===== config.mk =====
export PLATFORM = sky130hd
export DESIGN_NAME = debug_exec_ctrl
export DESIGN_NICKNAME = d
export VERILOG_FILES = /design/src/rtl/debug_exec_ctrl.sv
export SDC_FILE = /design/constraint.sdc
export NUM_CORES = 1
export LEC_CHECK = 0
export BUFFER_PORTS_ARGS = -buffer_cell sky130_fd_sc_hd__buf_2
export CAP_MARGIN = 20
export CORE_UTILIZATION = 50
export CTS_CLUSTER_SIZE = 30
export DETAILED_ROUTE_END_ITERATION = 16
export MAX_ROUTING_LAYER = met4
export PLACE_DENSITY = 0.72
export RECOVER_POWER = 50
export SLEW_MARGIN = 10
export SYNTH_ARGS = -nofsm -noshare
export SYNTH_HDL_FRONTEND = slang
export SYNTH_SLANG_ARGS = --single-unit

===== constraint.sdc =====
create_clock -name i_clk -period 5.3 [get_ports i_clk]
set_clock_uncertainty 0.15 [all_clocks]
set_input_delay 1.06 -clock i_clk [delete_from_list [all_inputs] [get_ports i_clk]]
set_output_delay 1.06 -clock i_clk [all_outputs]
set_load 0.02 [all_outputs]

===== src/rtl/debug_exec_ctrl.sv =====
// Purpose: debug sequencer that loads the instruction memory from UART bytes and runs or steps the CPU with dumps.
// Latency: every output is registered, so a byte or event sampled at one edge shows its effect right after that edge.
// Backpressure: none on the rx side (unwanted bytes are dropped); the DUMP state waits for i_tx_done.
module debug_exec_ctrl #(
    parameter int N_BITS       = 8,
    parameter int N_BITS_INSTR = 32,
    parameter int IMEM_ADDR_W  = 11
) (
    input  logic                    i_clk,
    input  logic                    i_reset,
    input  logic [N_BITS-1:0]       i_rx_data,
    input  logic                    i_rx_done,
    input  logic                    i_cpu_halt,
    input  logic                    i_tx_done,
    output logic                    o_imem_we,
    output logic [IMEM_ADDR_W-1:0]  o_imem_addr,
    output logic [N_BITS_INSTR-1:0] o_imem_data,
    output logic                    o_cpu_en,
    output logic                    o_cpu_reset,
    output logic                    o_dump_start,
    output logic [IMEM_ADDR_W:0]    o_prog_len,
    output logic                    o_load_err,
    output logic [2:0]              o_state
);

    localparam int BYTES = N_BITS_INSTR / N_BITS;
    localparam int BC_W  = (BYTES > 1) ? $clog2(BYTES) : 1;
    localparam logic [BC_W-1:0] LAST_BYTE = BC_W'(BYTES - 1);

    localparam logic [N_BITS-1:0] CMD_LOAD  = N_BITS'(8'h4C);
    localparam logic [N_BITS-1:0] CMD_CONT  = N_BITS'(8'h43);
    localparam logic [N_BITS-1:0] CMD_STEP  = N_BITS'(8'h53);
    localparam logic [N_BITS-1:0] CMD_NEXT  = N_BITS'(8'h4E);
    localparam logic [N_BITS-1:0] CMD_ABORT = N_BITS'(8'h41);

    typedef enum logic [2:0] {
        S_IDLE      = 3'd0,
        S_LOAD      = 3'd1,
        S_RUN_CONT  = 3'd2,
        S_STEP_WAIT = 3'd3,
        S_STEP_EXEC = 3'd4,
        S_DUMP      = 3'd5
    } state_t;

    state_t                  state_q, state_d;
    logic [BC_W-1:0]         byte_cnt_q, byte_cnt_d;
    logic [N_BITS_INSTR-1:0] asm_q, asm_d;
    logic [IMEM_ADDR_W:0]    prog_len_q, prog_len_d;
    logic                    load_err_q, load_err_d;
    logic                    load_done_q, load_done_d;
    logic                    halt_seen_q, halt_seen_d;
    logic                    dump_from_step_q, dump_from_step_d;
    logic                    imem_we_q, imem_we_d;
    logic [IMEM_ADDR_W-1:0]  imem_addr_q, imem_addr_d;
    logic [N_BITS_INSTR-1:0] imem_data_q, imem_data_d;
    logic                    cpu_en_q, cpu_en_d;
    logic                    cpu_reset_q, cpu_reset_d;
    logic                    dump_start_q, dump_start_d;
    logic [N_BITS_INSTR-1:0] new_word;

    // Next-state and registered-output decode for the command sequencer.
    always_comb begin
        state_d          = state_q;
        byte_cnt_d       = byte_cnt_q;
        asm_d            = asm_q;
        prog_len_d       = prog_len_q;
        load_err_d       = load_err_q;
        load_done_d      = 1'b0;
        halt_seen_d      = halt_seen_q;
        dump_from_step_d = dump_from_step_q;
        imem_we_d        = 1'b0;
        imem_addr_d      = imem_addr_q;
        imem_data_d      = imem_data_q;
        cpu_en_d         = 1'b0;
        cpu_reset_d      = 1'b0;
        dump_start_d     = 1'b0;
        // Little-endian assembly: byte k lands in lane k of the word.
        new_word = asm_q;
        new_word[byte_cnt_q*N_BITS +: N_BITS] = i_rx_data;

        case (state_q)
            S_IDLE: begin
                if (i_rx_done) begin
                    if (i_rx_data == CMD_LOAD) begin
                        state_d     = S_LOAD;
                        cpu_reset_d = 1'b1;
                        prog_len_d  = '0;
                        load_err_d  = 1'b0;
                        byte_cnt_d  = '0;
                        asm_d       = '0;
                    end else if (i_rx_data == CMD_CONT && prog_len_q != '0) begin
                        state_d     = S_RUN_CONT;
                        cpu_reset_d = 1'b1;
                        halt_seen_d = 1'b0;
                    end else if (i_rx_data == CMD_STEP && prog_len_q != '0) begin
                        state_d     = S_STEP_WAIT;
                        cpu_reset_d = 1'b1;
                        halt_seen_d = 1'b0;
                    end
                end
            end

            S_LOAD: begin
                // The final write is shown while still in LOAD; leave one cycle later.
                if (load_done_q) begin
                    state_d = S_IDLE;
                end else if (i_rx_done) begin
                    asm_d = new_word;
                    if (byte_cnt_q == LAST_BYTE) begin
                        byte_cnt_d  = '0;
                        imem_we_d   = 1'b1;
                        imem_addr_d = prog_len_q[IMEM_ADDR_W-1:0];
                        imem_data_d = new_word;
                        prog_len_d  = prog_len_q + 1'b1;
                        if (new_word == '1) begin
                            load_done_d = 1'b1;
                        end else if (prog_len_q[IMEM_ADDR_W-1:0] == '1) begin
                            load_err_d  = 1'b1;
                            load_done_d = 1'b1;
                        end
                    end else begin
                        byte_cnt_d = byte_cnt_q + 1'b1;
                    end
                end
            end

            S_RUN_CONT: begin
                // During the CPU reset pulse the halt level may still belong to the previous run.
                if (i_cpu_halt && !cpu_reset_q) begin
                    state_d          = S_DUMP;
                    halt_seen_d      = 1'b1;
                    dump_start_d     = 1'b1;
                    dump_from_step_d = 1'b0;
                end else begin
                    cpu_en_d = 1'b1;
                end
            end

            S_STEP_WAIT: begin
                if (i_rx_done) begin
                    if (i_rx_data == CMD_ABORT) begin
                        state_d = S_IDLE;
                    end else if (i_rx_data == CMD_NEXT && !halt_seen_q) begin
                        state_d  = S_STEP_EXEC;
                        cpu_en_d = 1'b1;
                    end
                end
            end

            S_STEP_EXEC: begin
                state_d          = S_DUMP;
                dump_start_d     = 1'b1;
                dump_from_step_d = 1'b1;
                if (i_cpu_halt) halt_seen_d = 1'b1;
            end

            S_DUMP: begin
                if (i_cpu_halt) halt_seen_d = 1'b1;
                if (i_tx_done) state_d = dump_from_step_q ? S_STEP_WAIT : S_IDLE;
            end

            default: state_d = S_IDLE;
        endcase
    end

    // State and output registers with synchronous clear.
    always_ff @(posedge i_clk) begin
        if (i_reset) begin
            state_q          <= S_IDLE;
            byte_cnt_q       <= '0;
            asm_q            <= '0;
            prog_len_q       <= '0;
            load_err_q       <= 1'b0;
            load_done_q      <= 1'b0;
            halt_seen_q      <= 1'b0;
            dump_from_step_q <= 1'b0;
            imem_we_q        <= 1'b0;
            imem_addr_q      <= '0;
            imem_data_q      <= '0;
            cpu_en_q         <= 1'b0;
            cpu_reset_q      <= 1'b0;
            dump_start_q     <= 1'b0;
        end else begin
            state_q          <= state_d;
            byte_cnt_q       <= byte_cnt_d;
            asm_q            <= asm_d;
            prog_len_q       <= prog_len_d;
            load_err_q       <= load_err_d;
            load_done_q      <= load_done_d;
            halt_seen_q      <= halt_seen_d;
            dump_from_step_q <= dump_from_step_d;
            imem_we_q        <= imem_we_d;
            imem_addr_q      <= imem_addr_d;
            imem_data_q      <= imem_data_d;
            cpu_en_q         <= cpu_en_d;
            cpu_reset_q      <= cpu_reset_d;
            dump_start_q     <= dump_start_d;
        end
    end

    assign o_imem_we    = imem_we_q;
    assign o_imem_addr  = imem_addr_q;
    assign o_imem_data  = imem_data_q;
    assign o_cpu_en     = cpu_en_q;
    assign o_cpu_reset  = cpu_reset_q;
    assign o_dump_start = dump_start_q;
    assign o_prog_len   = prog_len_q;
    assign o_load_err   = load_err_q;
    assign o_state      = state_q;

endmodule


==> results of run 1 <==
==> cell families (layout without fill, tap and decap cells) <==
logic type / Yosys count / after routing / share of synthesized area
multiplexers: 6 / 6 / 0.01342
AO/OA/AOI/OAI: 137 / 137 / 0.1895
XOR/XNOR: 9 / 9 / 0.01691
flip-flops: 100 / 100 / 0.4294
buffers and inverters: 51 / 105 / 0.04375
adder cells (fa/ha/maj): 8 / 8 / 0.02147
AND/OR/NAND/NOR: 260 / 260 / 0.2856
==> path summary, 6_finish.rpt <==
| check | end | slack, ns |
|---|---|---|
| setup / recovery | o_imem_data[25] | 1.58 |
| hold / removal | o_imem_addr[5] | 0.31 |
| setup reg to reg | o_imem_data[25] | 1.58 |
| hold reg to reg | o_imem_addr[5] | 0.31 |
==> flip-flops by register name (all words and copies together), names as in the netlist <==
| name | count |
|---|---|
| o_imem_data | 32 |
| o_cpu_en | 1 |
| halt_seen_q | 1 |
| o_imem_we | 1 |
| asm_q | 32 |
| o_state | 3 |
| o_imem_addr | 11 |
| o_load_err | 1 |
| dump_from_step_q | 1 |
| o_prog_len | 12 |
| load_done_q | 1 |
| o_cpu_reset | 1 |
| byte_cnt_q | 2 |
| o_dump_start | 1 |
==> placed cells by master, fill, tap and decap left out, drive strengths merged, types with 8 or more instances in the layout <==
cell    count
dfxtp     100
nor4       11
a21oi      52
a31oi      28
nor2b      40
ha          8
nor2       85
nand2      39
buf        16
clkbuf     73
inv        11
a211oi     34
nor3       42
==> power groups by stage <==
| stage | sequential (mW) | combinational (mW) | clock [mW] |
|---|---|---|---|
| 2_1_floorplan | 0.788 | 0.162 | 0 |
| 3_3_place_gp | 0.796 | 0.192 | 0 |
| 3_5_place_dp | 0.797 | 0.208 | 0 |
| 4_1_cts | 0.780 | 0.209 | 0.614 |
| 5_1_grt | 0.783 | 0.227 | 0.643 |
| 6_report | 0.780 | 0.210 | 0.604 |
==> routing by layer <==
layer	GRT usage	up-vias	wire (um)
met2	0.4198	113	5690
met3	0.04397	20	539
li1	-	2141	-
met4	0.1022	0	289
met5	-	-	0
met1	0.3125	2040	5265
==> worst max-delay path: stages, from the launching register on <==
cell and delay, ns:
dfxtp_1 0.48, nor2_1 0.36, nand2_1 0.09, clkbuf_1 0.68, nor3_1 0.48, clkbuf_1 1.03
nor2_1 0.10, a211oi_1 0.26
==> per-stage QoR <==
stage | utilization | power [mW] | hold WS [ns] | cells | setup slack [ns]
detailed placement | 0.5697 | 1.005 | 0.2956 | 717 | 1.916
global placement | 0.5666 | 0.9886 | 0.2913 | 716 | 1.674
finish | 0.5873 | 1.594 | 0.3105 | 733 | 1.585
floorplan | - | 0.9503 | 0.2987 | 571 | 2.532
global route | 0.5873 | 1.652 | 0.3453 | 733 | 1.203
CTS | 0.5979 | 1.602 | 0.3105 | 733 | 2.020
==> area by class of cell <==
class | instances | area (sq um)
sequential | 100 | 2002
clock buffer | 9 | 123.9
multi-input combinational | 420 | 2451
clock inverter | 7 | 127.6
timing repair buffer | 80 | 347.8
inverter | 9 | 33.78
tap | 108 | 135.1
fill | 854 | 3670
==> results.md, run 1 <==
* Residual DRC at 0
* Comb pwr share at 0.131
* Worst setup path startpoint: o_state[2]
* Layout cells sized above 1 at 0.06400
* Synth area leader: dfxtp_1
* Slew Limit Fails at 36
* Die extent in y at 98.56 um
* Die width at roughly 100 um
* Int Pwr at 1.144 mW
* Max frequency at 0.2691 GHz
* Synth cell count leaders: dfxtp_1, nor2_1, a21oi_1, nor3_1, nor2b_1
* FFs w/ async S/R, synth at 0
* Sum Neg Setup Slack at 0 ns
* Total grt overflow at 0
* Clock tree buffer depth at 2
* Status: finished with violations
* CTS Hold Bufs at 0
* ANT nets after route at 0
* Worst Path Required at 5.44 ns
* Max H-tree Level at 3
* Area delta synth->final at 12.00%
* WL per Instance at 16.08 um
* Initial antenna violation count at 0
* DP HPWL at ~8 mm
* Synth area leaders: dfxtp_1, nor2_1, a21oi_1
* Number of gates resized after cts at 0
* Layout Nets at 641
* Register area share after synthesis at 0.4294
* Worst EP arrival at 3.85 ns
* CP endpoint kind: register
* Postcts setup bufs at 0
* Mean Syn Cell Area at 8.165 sq um
* CTS clk-pin slew, worst paths at 0.10 ns
* Top cell type's share of synthesized area at 0.4294
* Share of total power in the clock network at 0.379
* Worst Tran Pin Value at 1.722 ns
* TritonCTS Buffers at 9
* Die ar. at 0.009714 sq mm
* Vias in the first global route at 4035
* Yosys warnings at 0
* Final min period at 3.715 ns
* Starting DRT DRC Count at 342
* Max_cap viols at 1
* Skew-Pair Late Insertion Delay at 0.37 ns
* Clock sinks at 100
* Switch share at 0.2822
* Root Buffer: clkbuf_8
* Endpoints failing setup at 0
* Critical Path Fanout Max at 35
* Antenna cells at 0
* Port bufs at 75
* Hold_sp: o_imem_addr[5]
* Mapped Nets at 592
* PwrDens at 305.3 mW/mm^2
* GP Congestion at 0.8354
* First-pass GRT wire length at 19.37 mm
* WS Path Type: register to register
* Top FF cell, synth: dfxtp_1
* Slew headroom at -0.1480
* Tcrit/Tclk final at 0.7010
* HP Class: register to register
* Most frequent cell after synthesis: dfxtp_1
* Sw Pwr at around 0.45 mW
* Hold Fails Final Rpt at 0
* Post-Syn Area at between 0.004 and 0.005 sq mm
* Sequential share of power at 0.489
* Via count at about 4300
* CTS tree: done
* Std-Cell Rows at 34
* Post-synth EDFFs at 0
* Iteration count of the initial detailed-routing pass at 5
* RSZ-0062 raised after global routing: false
* Via density at 5.885
* Worst VDD drop at 0.2960 mV
* Routed WL at ~12 mm
* Worst Hold Path Cells at 2
* Startpoint Class: register
* Reg2reg path depth at 7
* GR Util All Layers at 0.2554
* Final instance area at 0.005221 sq mm
* Failing checks: capacitance limit, slew limit
* Placed standard-cell area at 0.005065 sq mm
* Post-Synthesis Cells at 571
* IO Pins at 76
* Core area at 0.008891 sq mm
* Largest net degree at the start of global routing at 64
* Distinct cell type count after synthesis at 57
* Reg2reg start: o_state[2]
* Leak at 1.698 nW
* Initial core utilization at 0.5243
* #FFs+latches synth at 100
Note: power is estimated with default switching activity, not from simulation.
==> inputs of run 2 (changes only) <==
--- a/config.mk
+++ b/config.mk
@@ -11,7 +11,7 @@
 export CTS_CLUSTER_SIZE = 30
 export DETAILED_ROUTE_END_ITERATION = 16
 export MAX_ROUTING_LAYER = met4
-export PLACE_DENSITY = 0.72
+export PLACE_DENSITY = 0.75
 export RECOVER_POWER = 50
 export SLEW_MARGIN = 10
 export SYNTH_ARGS = -nofsm -noshare
==> constraint.sdc (replaced) <==
create_clock -name i_clk -period 3.37 [get_ports i_clk]
set_clock_uncertainty 0.15 [all_clocks]
set_input_delay 0.674 -clock i_clk [delete_from_list [all_inputs] [get_ports i_clk]]
set_output_delay 0.674 -clock i_clk [all_outputs]
set_load 0.02 [all_outputs]
==> run 2 against run 1 <==
Cell count increased by 0.41%. Sequential cell count unchanged. Sequential share of layout area increased by 0.37 points. Die area unchanged. The run now ends clean. Largest cell class unchanged. First-iteration DRC count decreased by 11%. Register-to-register slack got worse by 0.98 ns. Final area decreased by 0.96%. Hold slack improved by 0.0018 ns. Worst setup slack got worse by 0.98 ns. Global-route usage decreased by 0.66 points.
==> results.md, run 2 (synthesis results as in run 1) <==
* Status: complete, no violations
* Total Power at 2.282 mW (+43%)
* Layout cells sized above 1 at 0.06688 (+0.002879)
* Max_cap viols at 0 (-1)
* Worst setup path startpoint: byte_cnt_q[1]
* Iteration count of the initial detailed-routing pass at 5 (unchanged)
* Skew-Pair Late Insertion Delay at 0.36 ns (about the same)
* GR Util All Layers at 0.2488 (-0.006595)
* Starting DRT DRC Count at 305 (-11%)
* Initial antenna violation count at 0 (unchanged)
* Std-Cell Rows at 34 (unchanged)
* Via count at 4305 (-0.21%)
* Hold Fails Final Rpt at 0 (unchanged)
* Worst Path Required at 3.53 ns (-1.91 ns)
* First-pass GRT wire length at 18.82 mm (-2.9%)
* CTS Hold Bufs at 0 (unchanged)
* Startpoint Class: register
* Residual DRC at 0 (unchanged)
* Die width at 98.56 um (unchanged)
* Max H-tree Level at 3 (unchanged)
* Slew Limit Fails at 0 (-100%)
* Leak at 1.670 nW (-1.6%)
* Tcrit/Tclk final at 0.8212 (+0.1202)
* Worst EP arrival at 2.92 ns (-0.93 ns)
* Worst VDD drop at 0.2534 mV (-14%)
* Final min period at 2.767 ns (-0.9480 ns)
* Area delta synth->final at 10.92%
* CTS clk-pin slew, worst paths at 0.11 ns (about the same)
* Commonest cells after routing, fill and taps aside: dfxtp_1, nor2_1, clkbuf_1
* Via density at 5.849 (-0.62%)
* Die extent in y at 98.56 um (unchanged)
* Core area at 0.008891 sq mm (unchanged)
* Total grt overflow at 0 (unchanged)
* Critical Path Fanout Max at 9 (-74%)
* Vias in the first global route at 3943 (-2.3%)
* Initial core utilization at 0.5243 (unchanged)
* WL per Instance at 15.35 um (-4.5%)
* Root Buffer: clkbuf_8
* CP endpoint kind: register
* Port bufs at 75 (unchanged)
* HP Class: register to register
* Endpoints failing setup at 0 (unchanged)
* Hold_sp: o_imem_addr[8]
* TritonCTS Buffers at 9 (unchanged)
* Worst Tran Pin Value at 0.7197 ns (-1.002 ns)
* Postcts setup bufs at 0 (unchanged)
* WS Path Type: register to register
* Final instance area at 0.005171 sq mm (-0.96%)
* Commonest non-fill, non-tap cell in the layout: dfxtp_1
* DP HPWL at 7.665 mm (-2.3%)
* Largest net degree at the start of global routing at 70 (+9.4%)
* Reg2reg start: byte_cnt_q[1]
* Die ar. at 0.009714 sq mm (unchanged)
* Clock sinks at 100 (unchanged)
* Antenna cells at 0 (unchanged)
* Max frequency at 0.3613 GHz (+34%)
* Slew headroom at 0.5196 (+0.6676)
* Placed standard-cell area at 0.005080 sq mm (+0.30%)
* CTS tree: done
* ANT nets after route at 0 (unchanged)
* Layout Nets at 644 (+0.47%)
* RSZ-0062 raised after global routing: false
* Sum Neg Setup Slack at 0 ns (unchanged)
* Routed WL at 11.30 mm (-4.1%)
* Number of gates resized after cts at 0 (unchanged)
* GP Congestion at 0.8576 (+2.7%)
* PwrDens at 441.4 mW/mm^2 (+45%)
* Clock tree buffer depth at 2 (unchanged)
* IO Pins at 76 (unchanged)
## run 2: metal layers
| layer | vias to the layer above | global-route usage | part of all wire |
|---|---|---|---|
| li1 | 2143 | - | - |
| met1 | 2007 | 0.3069 | 0.44 |
| met2 | 133 | 0.4079 | 0.49 |
| met3 | 22 | 0.02979 | 0.047 |
| met4 | 0 | 0.1171 | 0.023 |
| met5 | - | - | 0 |
## run 2: worst max-delay path, cell delays in order (launching register included)
cell	delay, ns
dfxtp_1	0.42
inv_1	0.11
ha_1	0.44
nor4bb_1	0.41
mux2i_1	0.21
nor4_1	0.43
nand4_1	0.21
o22ai_1	0.21
and2_1	0.14
## run 2: area by class of cell
type / count / area [sq um]
fill: 886 / 3720
multi-input combinational: 420 / 2437
sequential: 100 / 2002
timing repair buffer: 83 / 365.4
clock buffer: 10 / 137.6
tap: 108 / 135.1
clock inverter: 6 / 60.06
inverter: 9 / 33.78
## run 2: path summary, 6_finish.rpt
| path | slack (ns) | cells after the start | end |
|---|---|---|---|
| worst max-delay path | 0.60 | 8 | load_done_q |
| worst min-delay path | 0.31 | 2 | o_imem_addr[8] |
| worst max register to register | 0.60 | 8 | load_done_q |
| worst min register to register | 0.31 | 2 | o_imem_addr[8] |
## run 2: power breakdown
| group | leakage (nW) | internal, mW | total (mW) | switching (mW) |
|---|---|---|---|---|
| Clock | 0.0934 | 0.303 | 0.745 | 0.443 |
| Combinational | 0.772 | 0.0892 | 0.310 | 0.221 |
| Sequential | 0.805 | 1.19 | 1.23 | 0.0350 |
## run 2: stage by stage
stage / utilization / worst slack [ns] / hold slack [ns] / cells
6_report: 0.5816 / 0.6026 / 0.3123 / 736
5_1_grt: 0.5816 / 0.3746 / 0.3375 / 736
4_1_cts: 0.5936 / 0.6329 / 0.3125 / 736
3_5_place_dp: 0.5713 / 0.5710 / 0.2970 / 720
3_3_place_gp: 0.5713 / 0.6290 / 0.2919 / 720
2_1_floorplan: - / 0.8479 / 0.2987 / 571
